### src/rtl/apb_pcie_mst.sv
// APB4 initiator for the PCIe DMA engine: one 32/64-bit request becomes one or
// two APB transfers, and a single merged response goes back to the DMA side.
module apb_pcie_mst #(
    parameter int unsigned timeout = 256
) (
    input  logic        i_clk,
    input  logic        i_rst,
    input  logic        i_req_valid,
    output logic        o_req_ready,
    input  logic [31:0] i_req_addr,
    input  logic        i_req_write,
    input  logic        i_req_size64,
    input  logic [63:0] i_req_wdata,
    input  logic [7:0]  i_req_wstrb,
    output logic        o_resp_valid,
    input  logic        i_resp_ready,
    output logic [63:0] o_resp_rdata,
    output logic        o_resp_err,
    output logic        o_psel,
    output logic        o_penable,
    output logic        o_pwrite,
    output logic [31:0] o_paddr,
    output logic [31:0] o_pwdata,
    output logic [3:0]  o_pstrb,
    output logic [2:0]  o_pprot,
    input  logic        i_pready,
    input  logic        i_pslverr,
    input  logic [31:0] i_prdata
);
    typedef enum logic [1:0] {IDLE, SETUP, ACCESS, RESP} state_t;

    localparam int CNT_W = (timeout < 2) ? 1 : $clog2(timeout);
    localparam logic [CNT_W-1:0] CNT_LAST = CNT_W'((timeout == 0) ? 0 : timeout - 1);

    state_t            state_reg;
    logic              beat_reg;
    logic [CNT_W-1:0]  cnt_reg;
    logic [31:3]       addr_reg;
    logic              write_reg;
    logic              size64_reg;
    logic [31:0]       wdata_hi_reg;
    logic [3:0]        wstrb_hi_reg;
    logic              psel_reg;
    logic              penable_reg;
    logic              pwrite_reg;
    logic [31:0]       paddr_reg;
    logic [31:0]       pwdata_reg;
    logic [3:0]        pstrb_reg;
    logic              resp_valid_reg;
    logic [63:0]       resp_rdata_reg;
    logic              resp_err_reg;

    // Byte offset within a word is carried by the strobes, never by paddr.
    logic unused_addr_lsb;
    assign unused_addr_lsb = ^i_req_addr[1:0];

    always_ff @(posedge i_clk or posedge i_rst) begin
        if (i_rst) begin
            state_reg      <= IDLE;
            beat_reg       <= 1'b0;
            cnt_reg        <= '0;
            addr_reg       <= '0;
            write_reg      <= 1'b0;
            size64_reg     <= 1'b0;
            wdata_hi_reg   <= '0;
            wstrb_hi_reg   <= '0;
            psel_reg       <= 1'b0;
            penable_reg    <= 1'b0;
            pwrite_reg     <= 1'b0;
            paddr_reg      <= '0;
            pwdata_reg     <= '0;
            pstrb_reg      <= '0;
            resp_valid_reg <= 1'b0;
            resp_rdata_reg <= '0;
            resp_err_reg   <= 1'b0;
        end else begin
            case (state_reg)
                IDLE: begin
                    if (i_req_valid) begin
                        addr_reg       <= i_req_addr[31:3];
                        write_reg      <= i_req_write;
                        size64_reg     <= i_req_size64;
                        wdata_hi_reg   <= i_req_wdata[63:32];
                        wstrb_hi_reg   <= i_req_wstrb[7:4];
                        resp_rdata_reg <= '0;
                        beat_reg       <= 1'b0;
                        cnt_reg        <= '0;
                        // A 64-bit request must start on an 8-byte boundary.
                        if (i_req_size64 && i_req_addr[2]) begin
                            resp_err_reg   <= 1'b1;
                            resp_valid_reg <= 1'b1;
                            state_reg      <= RESP;
                        end else begin
                            resp_err_reg <= 1'b0;
                            psel_reg     <= 1'b1;
                            penable_reg  <= 1'b0;
                            pwrite_reg   <= i_req_write;
                            paddr_reg    <= {i_req_addr[31:2], 2'b00};
                            pwdata_reg   <= i_req_wdata[31:0];
                            pstrb_reg    <= i_req_write ? i_req_wstrb[3:0] : 4'b0000;
                            state_reg    <= SETUP;
                        end
                    end
                end
                SETUP: begin
                    penable_reg <= 1'b1;
                    state_reg   <= ACCESS;
                end
                ACCESS: begin
                    if (i_pready) begin
                        psel_reg    <= 1'b0;
                        penable_reg <= 1'b0;
                        cnt_reg     <= '0;
                        if (!write_reg) begin
                            if (beat_reg) resp_rdata_reg[63:32] <= i_prdata;
                            else          resp_rdata_reg[31:0]  <= i_prdata;
                        end
                        resp_err_reg <= resp_err_reg | i_pslverr;
                        // Second beat only after a clean first beat.
                        if (size64_reg && !beat_reg && !i_pslverr) begin
                            beat_reg   <= 1'b1;
                            psel_reg   <= 1'b1;
                            paddr_reg  <= {addr_reg, 3'b100};
                            pwdata_reg <= wdata_hi_reg;
                            pstrb_reg  <= write_reg ? wstrb_hi_reg : 4'b0000;
                            state_reg  <= SETUP;
                        end else begin
                            resp_valid_reg <= 1'b1;
                            state_reg      <= RESP;
                        end
                    end else if (timeout != 0 && cnt_reg == CNT_LAST) begin
                        psel_reg       <= 1'b0;
                        penable_reg    <= 1'b0;
                        cnt_reg        <= '0;
                        resp_err_reg   <= 1'b1;
                        resp_valid_reg <= 1'b1;
                        state_reg      <= RESP;
                    end else begin
                        cnt_reg <= cnt_reg + 1'b1;
                    end
                end
                RESP: begin
                    if (i_resp_ready) begin
                        resp_valid_reg <= 1'b0;
                        state_reg      <= IDLE;
                    end
                end
                default: state_reg <= IDLE;
            endcase
        end
    end

    assign o_req_ready  = (state_reg == IDLE);
    assign o_resp_valid = resp_valid_reg;
    assign o_resp_rdata = resp_rdata_reg;
    assign o_resp_err   = resp_err_reg;
    assign o_psel       = psel_reg;
    assign o_penable    = penable_reg;
    assign o_pwrite     = pwrite_reg;
    assign o_paddr      = paddr_reg;
    assign o_pwdata     = pwdata_reg;
    assign o_pstrb      = pstrb_reg;
    assign o_pprot      = 3'b000;

endmodule

### config.mk
export PLATFORM = sky130hd
export DESIGN_NAME = apb_pcie_mst
export DESIGN_NICKNAME = d
export VERILOG_FILES = /design/src/rtl/apb_pcie_mst.sv
export SDC_FILE = /design/constraint.sdc
export NUM_CORES = 1
export LEC_CHECK = 0
export BUFFER_PORTS_ARGS = -buffer_cell sky130_fd_sc_hd__buf_4
export CORE_MARGIN = 2
export CORE_UTILIZATION = 51
export DETAILED_ROUTE_END_ITERATION = 10
export PLACE_DENSITY = 0.8
export SLEW_MARGIN = 15
export SYNTH_ARGS = -nofsm -noshare
export SYNTH_HDL_FRONTEND = slang
export SYNTH_SLANG_ARGS = --single-unit
export TNS_END_PERCENT = 50
### constraint.sdc
create_clock -name i_clk -period 9.3 [get_ports i_clk]
set_clock_uncertainty 0.2 [all_clocks]
set_input_delay 1.86 -clock i_clk [delete_from_list [all_inputs] [get_ports i_clk]]
set_output_delay 1.86 -clock i_clk [all_outputs]
set_load 0.1 [all_outputs]
-- Word level (Yosys, flattened, before mapping)
Cells that the tools add are included.
- input bits: 144
- output and inout port bits: 141
- logic and storage cells: 116
- register bits after elaboration: 215
- mux-type cells: 59
- bitwise logic cells: 2
- equality and inequality tests: 15
- reductions and logical operators: 21
- add/subtract/negate cells: 1
- operators by type and width (cell ; number):
    32-bit 2-to-1 mux ; 10
    64-bit 2-to-1 mux ; 3
    32-bit case mux with 2 select lines ; 2
    64-bit case mux with 2 select lines ; 1
    4-bit 2-to-1 mux ; 6
    8-bit 2-to-1 mux ; 3
    1-bit 2-to-1 mux ; 20
    2-bit != test (second input constant) ; 8
    8-bit case mux with 2 select lines ; 1
    5-bit AND reduction ; 3
    2-bit 2-to-1 mux ; 6
    4-bit AND reduction ; 3
    3-bit AND reduction ; 3
    8-bit by 1-bit adder with 8-bit output (second input constant) ; 1
    8-bit == test (second input constant) ; 1
    2-bit case mux with 4 select lines ; 1
    4-bit case mux with 2 select lines ; 1
    3-bit != test (second input constant) ; 2
    1-bit case mux with 2 select lines ; 3
    1-bit case mux with 3 select lines ; 2
    6-bit AND reduction ; 1
    3-bit nonzero test ; 2
    2-bit == test (second input constant) ; 2
    2-bit AND reduction ; 2
    other kinds (8) ; 11

-- Depth between registers and ports, before layout
Gate-level depths: netlist of run 1.
- depth in word-level cells: 6
- gate-level depth with buffers: 10

-- Worst setup path before layout of run 1
OpenSTA, ideal clock, no wires.
- path kind: reg2out
- start point: reg state_reg[0]
- end point: out o_req_ready
- required time: 7.240 ns
- arrival time: 1.297 ns
- cell stages (with the launch flop): 3
- slack: 5.943 ns
- path through: dfrtp_1 -> inv_1 -> ha_1
- cells in the longest elaborated chain, start to end: 1
- ends and longest elaborated chain (element ; line ; text):
    start, declared ; 35 ; state_t state_reg;
    start signal, assigned ; 59 ; state_reg <= IDLE;
    start signal, assigned ; 92 ; state_reg <= RESP;
    start signal, assigned ; 101 ; state_reg <= SETUP;
    2-bit logical NOT ; 153 ; assign o_req_ready = (state_reg == IDLE);
    end, declared ; 9 ; output logic o_req_ready,
No other way between the ends.

-- Worst setup path after layout of run 1
- start point: in i_req_valid
- end point: reg pwdata_reg[24] (netlist: o_pwdata[24])
- cells in the longest elaborated chain, start to end: 2
- ends and longest elaborated chain (element ; line ; text):
    start, declared ; 8 ; input logic i_req_valid,
    2-bit != test (no line) ; n/a ;
    5-bit AND reduction (no line) ; n/a ;
    end signal, assigned ; 99 ; pwdata_reg <= i_req_wdata[31:0];
    end signal, assigned ; 124 ; pwdata_reg <= wdata_hi_reg;
    end, declared ; 47 ; logic [31:0] pwdata_reg;
No other way between the ends.
A chain may end at the register's enable or synchronous reset.

==> impl_results.md, run 1 <==
- Full die area: 0.01921 mm2
- Pin count of the biggest net entering global routing: 141
- Predominant post-synthesis flop cell: dfrtp_1
- EDFF count, synth: 0
- Setup tns final: 0 ps
- Synth cell count leaders: dfrtp_1, mux2_2, nand2_1
- Final Hold Vio Count: 0
- Flop-to-flop setup slack: 5380 ps
- CTS tree: yes
- Crit Path Max Fanout: 66
- Period utilisation layout: 46.02%
- Relative slew slack: 33.27%
- Clock tree buffer depth: 3
- Post-synth top area cell: dfrtp_1
- Post-Synth XOR/XNOR Area: 0.2844%
- Mapped Cells: 707
- Mux share of post-synthesis cell area: 25.36%
- Vias in the first global route: 6573
- Synth warn: 0
- Largest register FFs: 64
- Status: finished clean
- Dpl hpwl: 14.69 mm
- Post-synthesis simple-gate area fraction: 6.500%
- CTS clk-pin slew, worst paths: 60 ps
- Hold buffers post-CTS: 0
- Post-CTS Setup Bufs: 0
- CP required: 9490 ps
- Fmax: 233.7 MHz
- GR Util All Layers: 22.46%
- Register bit total from synthesis: 213
- DRT Pass-1 Iters: 4
- Worst setup EP type: flip-flop
- Adder-Cell Fraction of Synth Area: 0.8125%
- Fin crit period: 4280 ps
- Critical R2R Launch: state_reg[0]
- Rows: 49
- CP Launch Type: input pin
- Clk Latency, worst-skew pair: 510 ps
- Root buffer cell: clkbuf_16
- Synth Area in Compound Gates: 5.714%
- Worst r2r path cells: 6
- Initial antenna violation count: 0
- Maxcap violations: 0
- Synth cell types: 43
- Die width: 138.6 um
- DR iter-0 viols: 206
- Worst hold path cell count: 2
- CTS sink cnt: 213
- Die height: 138.6 um
- Register area share after synthesis: 57.68%
- Area grow syn2layout: 31.16%
- Critical Path AT: 4470 ps
- # port buffers: 277
- Largest family of logic cells by synthesized area: multiplexers
- ANT nets after route: 0
- CTS HTree Levels: 1
- Routability-driven placement congestion ratio: 0.8056
- Via density: 5.182
- Asr flop ratio synth: 100.0%
- Max Slew Vio Count: 0
- ANT cells: 0
- Cts bufs inserted: 23
- RSZ-0062 raised after global routing: false
- CTS resizes: 0
- DRC: 0
- Setup Viol. Count Final: 0
- Share of the synthesized area in the top cell type: 57.68%
- Top-count cell post-synth: dfrtp_1
- Top area cells in the synthesized netlist: dfrtp_1, mux2_2, mux2_4
- Layout Nets: 1121
- Worst-Margin Slew: 1001 ps
- Core box area: 0.01784 mm2
- First-pass GRT wire length: 35.05 mm
- Via count: 6296
- Endpoint, Worst Hold: o_resp_rdata[15]
- DR WL/cell: 17.92 um
- CP Class: input pin to flip-flop
- GRT overflow: 0
- Hold/Removal Path Class: flip-flop to flip-flop
- Share of post-route cells with drive strength above 1: 52.94%
- Avg Cell Area, Syn: 13.07 um2
- Synthesized area: 0.009240 mm2
- IO Pins: 285
- Starting Density: 51.79%
- WL final: 21.77 mm
- Hold path startpoint: o_resp_rdata[15]
- Capture point of the worst reg-to-reg path: o_pwdata[24]
-- kinds of logic after synthesis --
family / count (synthesis)
simple gates: 139
buf+inv: 53
compound gates: 93
other cells: 1
flops: 213
mux: 199
fa+ha+maj: 6
xor+xnor: 3
-- metrics by stage --
step                      setup slack (ps)  instance area (um2)  utilization [%]  hold WS, ps  instances
final                                 5020                12120            67.93        279.5       1215
after global routing                  4837                12120            67.93        301.9       1215
after CTS                             4956                12120            67.93        284.8       1215
after detailed placement              4441                11380            63.77        272.5       1175
after global placement                4407                11380            63.77        263.4       1175
after floorplan                       1417                 9255                -        252.3        711
-- metal layers --
metal  vias to the layer above  wire length, um  GRT usage (%)
li1                       2964                -              -
met1                      3070             8846          29.26
met2                       234            10260          36.56
met3                        28             2270          7.942
met4                         0              391          5.102
met5                         -                0              0
-- layout make-up --
type,count,area (um2)
clock buffers,34,686.9
clock inverters,6,55.05
fillers,1311,5722
inverters,7,33.78
multi-input cells,445,3617
flip-flops and latches,213,5330
well taps,229,286.5
repair buffers,281,2110
-- placed cells by master, fill, tap and decap left out, types with 2 or more instances in the layout --
cell type	count
o21ai_0	74
nand4_1	2
inv_1	6
xnor2_1	3
nor2_1	9
mux2_4	28
nand2_1	103
a32o_1	4
mux2_2	169
clkbuf_1	4
clkbuf_8	7
nand3_1	6
o21ai_1	2
dfrtp_1	213
nand3b_1	3
clkbuf_16	23
nor3b_1	2
nand2b_1	2
mux2i_1	2
ha_1	5
a31oi_1	2
conb_1	5
clkinv_2	5
a21oi_1	2
buf_4	281
nor2b_1	5
-- worst max-delay path by stage --
stage | start | cells after the start | to | slack, ps
finish | i_req_valid | 5 | o_pwdata[24] | 5020
CTS | i_req_valid | 5 | o_pstrb[3] | 4960
floorplan | i_rst | 1 | addr_reg[10] | 1420
global placement | i_req_valid | 5 | o_pwdata[28] | 4410
global route | i_req_valid | 5 | o_pwdata[24] | 4840
detailed placement | i_req_valid | 5 | o_pwdata[24] | 4440
-- worst max-delay path, stage by stage --
cell and delay [ps]:
buf_4 110, and2_4 740, o221a_4 660, buf_4 630, mux2_2 410
Power of run 1 is left out: the tool's default activity adds up to more than one toggle a clock period on the data nets, which glitch-free logic cannot reach.
==> run 2: changes to the inputs <==
- CORE_UTILIZATION: 51 -> 46
- PLACE_DENSITY: 0.8 -> 0.76
- clock period: 9.3 -> 3.6 ns (I/O delays scaled with it)
==> run 2 against run 1 <==
- register-to-register slack lost 4800 ps
- flip-flop and latch count is the same
- sequential share of layout area shrank 0.87 points
- wire length shrank 0.15%
- count of clock-buffer cells in the layout shrank 2
- cell count grew 3.7%
- worst hold slack lost 120 ps
- global-route usage shrank 2.1 points
- critical path depth grew 1
- die area grew 11%
- highest routed layer unchanged
==> impl_results.md, run 2 (same netlist as run 1, synthesis figures left out) <==
- Starting Density: 47.17% (was 51.79%)
- Fmax: 334.9 MHz
- WP buf/inv: 2 (unchanged)
- ANT cells: 0 (unchanged)
- IO Pins: 285 (unchanged)
- Root buffer cell: clkbuf_16 (unchanged)
- CTS sink cnt: 213 (unchanged)
- Met1 GRT Util: 25.18% (was 29.26%)
- CTS clk-pin slew, worst paths: 60 ps (about the same)
- Core box area: 0.01959 mm2 (was 0.01784 mm2)
- Rows: 51 (was 49)
- Worst-Margin Slew: 875.7 ps (was 1001 ps)
- Full die area: 0.02124 mm2 (was 0.01921 mm2)
- Crit Path Max Fanout: 64 (was 66)
- CTS HTree Levels: 1 (unchanged)
- Post-CTS Setup Bufs: 0 (unchanged)
- Status: finished clean (unchanged)
- Commonest non-fill, non-tap cells in the layout: buf_4, dfrtp_1, mux2_2 (unchanged)
- CP max stage delay: 790 ps (was 740 ps)
- Setup tns final: 0 ps (unchanged)
- Die height: 145.7 um (was 138.6 um)
- Capture point of the worst reg-to-reg path: o_resp_rdata[56] (was o_pwdata[24])
- Clk Latency, worst-skew pair: 510 ps (about the same)
- Via density: 5.075 (was 5.182)
- Period utilisation layout: 82.94%
- RSZ-0062 raised after global routing: false (unchanged)
- Max Slew Vio Count: 0 (unchanged)
- Via count: 6395 (was 6296)
- CP Launch Type: flip-flop (was input pin)
- # port buffers: 277 (unchanged)
- Flop-to-flop setup slack: 610 ps (was 5380 ps)
- Area grow syn2layout: 33.81% (was 31.16%)
- DR iter-0 viols: 215 (was 206)
- Die width: 145.7 um (was 138.6 um)
- GR Util All Layers: 20.38% (was 22.46%)
- Critical Path AT: 3130 ps (was 4470 ps)
- CTS tree: yes (unchanged)
- GRT overflow: 0 (unchanged)
- Worst r2r path cells: 6 (unchanged)
- Gr busiest metal: met2 (unchanged)
- Commonest non-fill, non-tap cell in the layout: buf_4 (unchanged)
- Hold/Removal Path Class: input pin to async pin (was flip-flop to flip-flop)
- DRC: 0 (unchanged)
- CTS resizes: 0 (unchanged)
- Clock tree buffer depth: 3 (unchanged)
- Largest register FFs: 64 (unchanged)
- CP required: 3740 ps (was 9490 ps)
- Cts bufs inserted: 24 (was 23)
- Relative slew slack: 39.95% (was 33.27%)
- Fillcell total: 1510 (was 1311)
- Layout Nets: 1130 (was 1121)
- DRT Pass-1 Iters: 4 (unchanged)
- ANT nets after route: 0 (unchanged)
- Hold buffers post-CTS: 0 (unchanged)
- Critical R2R Launch: state_reg[0] (unchanged)
- First-pass GRT wire length: 35.39 mm (was 35.05 mm)
- Maxcap violations: 0 (unchanged)
- Routing usage on met3: 7.053% (was 7.942%)
- CP Class: flip-flop to flip-flop (was input pin to flip-flop)
- Routability-driven placement congestion ratio: 0.7813 (was 0.8056)
- WL final: 21.74 mm (was 21.77 mm)
- Met2 usage: 33.80% (was 36.56%)
- Worst setup EP type: flip-flop (unchanged)
- Critical path, cell by cell: inv_1 -> ha_1 -> mux2i_1 -> a21o_2 -> buf_4 -> o21ai_0 (was buf_4 -> and2_4 -> o221a_4 -> buf_4 -> mux2_2)
- Vias in the first global route: 6679 (was 6573)
- Inst Count DP: 1219 (was 1175)
- Dpl hpwl: 14.91 mm (was 14.69 mm)
- Setup Viol. Count Final: 0 (unchanged)
- Share of post-route cells with drive strength above 1: 53.37% (was 52.94%)
- Layout Cells excl Fill: 1260 (was 1215)
- Final Hold Vio Count: 0 (unchanged)
- Initial antenna violation count: 0 (unchanged)
- Fin crit period: 2986 ps
- DR WL/cell: 17.25 um (was 17.92 um)
- Pin count of the biggest net entering global routing: 79 (was 141)
- Delay-heaviest family, CP: multiplexers (was buffers and inverters)
- CP max-delay cell: mux2i_1 (was and2_4)
-- run 2: cell types whose count changed in the layout (fill, tap and decap cells not counted) --
| cell | before | now |
|---|---|---|
| bufinv_16 | 1 | 3 |
| clkinv_2 | 5 | 3 |
| inv_8 | 1 | 0 |
| clkbuf_16 | 23 | 25 |
| buf_4 | 281 | 283 |
| inv_6 | 0 | 1 |
| clkbuf_8 | 7 | 3 |
| buf_12 | 0 | 6 |
| clkinvlp_4 | 0 | 3 |
-- run 2: final cells by class --
cell class              instances  area [um2]  area share [%]
flip-flops and latches        213        5330           43.11
multi-input cells             445        3617           29.26
repair buffers                289        2245           18.15
clock buffers                  32       681.9           5.515
well taps                     265       331.6           2.682
clock inverters                 9       128.9           1.042
inverters                       7       30.03          0.2429
-- run 2: layer usage --
| metal | vias up | routed length, um |
|---|---|---|
| li1 | 2994 | - |
| met3 | 45 | 2181 |
| met5 | - | 0 |
| met1 | 3117 | 8669 |
| met2 | 239 | 10270 |
| met4 | 0 | 616 |
-- run 2: how the worst max path moves through the flow --
stage / from / endpoint / slack, ps / depth (start not counted)
floorplan: i_rst / addr_reg[10] / -90 / 1
global placement: state_reg[0] / o_resp_rdata[63] / 740 / 6
detailed placement: state_reg[0] / o_resp_rdata[34] / 680 / 6
CTS: state_reg[0] / o_resp_rdata[54] / 620 / 6
global route: state_reg[0] / o_resp_rdata[56] / 360 / 6
finish: state_reg[0] / o_resp_rdata[56] / 610 / 6
-- run 2: through the flow --
stage	instance area (um2)	util [%]	setup slack, ps	hold slack (ps)
after global routing	12360	63.12	355.1	216.9
after global placement	11550	58.98	739.2	263.0
after detailed placement	11550	58.98	676.9	272.1
after CTS	12360	63.12	615.7	161.7
after floorplan	9259	-	-90.17	252.3
final	12360	63.12	614.3	160.2
-- run 2: worst register-to-register path: stages (launching register included) --
cell	delay, ps
dfrtp_1	430
inv_1	140
ha_1	410
mux2i_1	790
a21o_2	170
buf_4	450
o21ai_0	230
Power of run 2 is left out for the same reason.
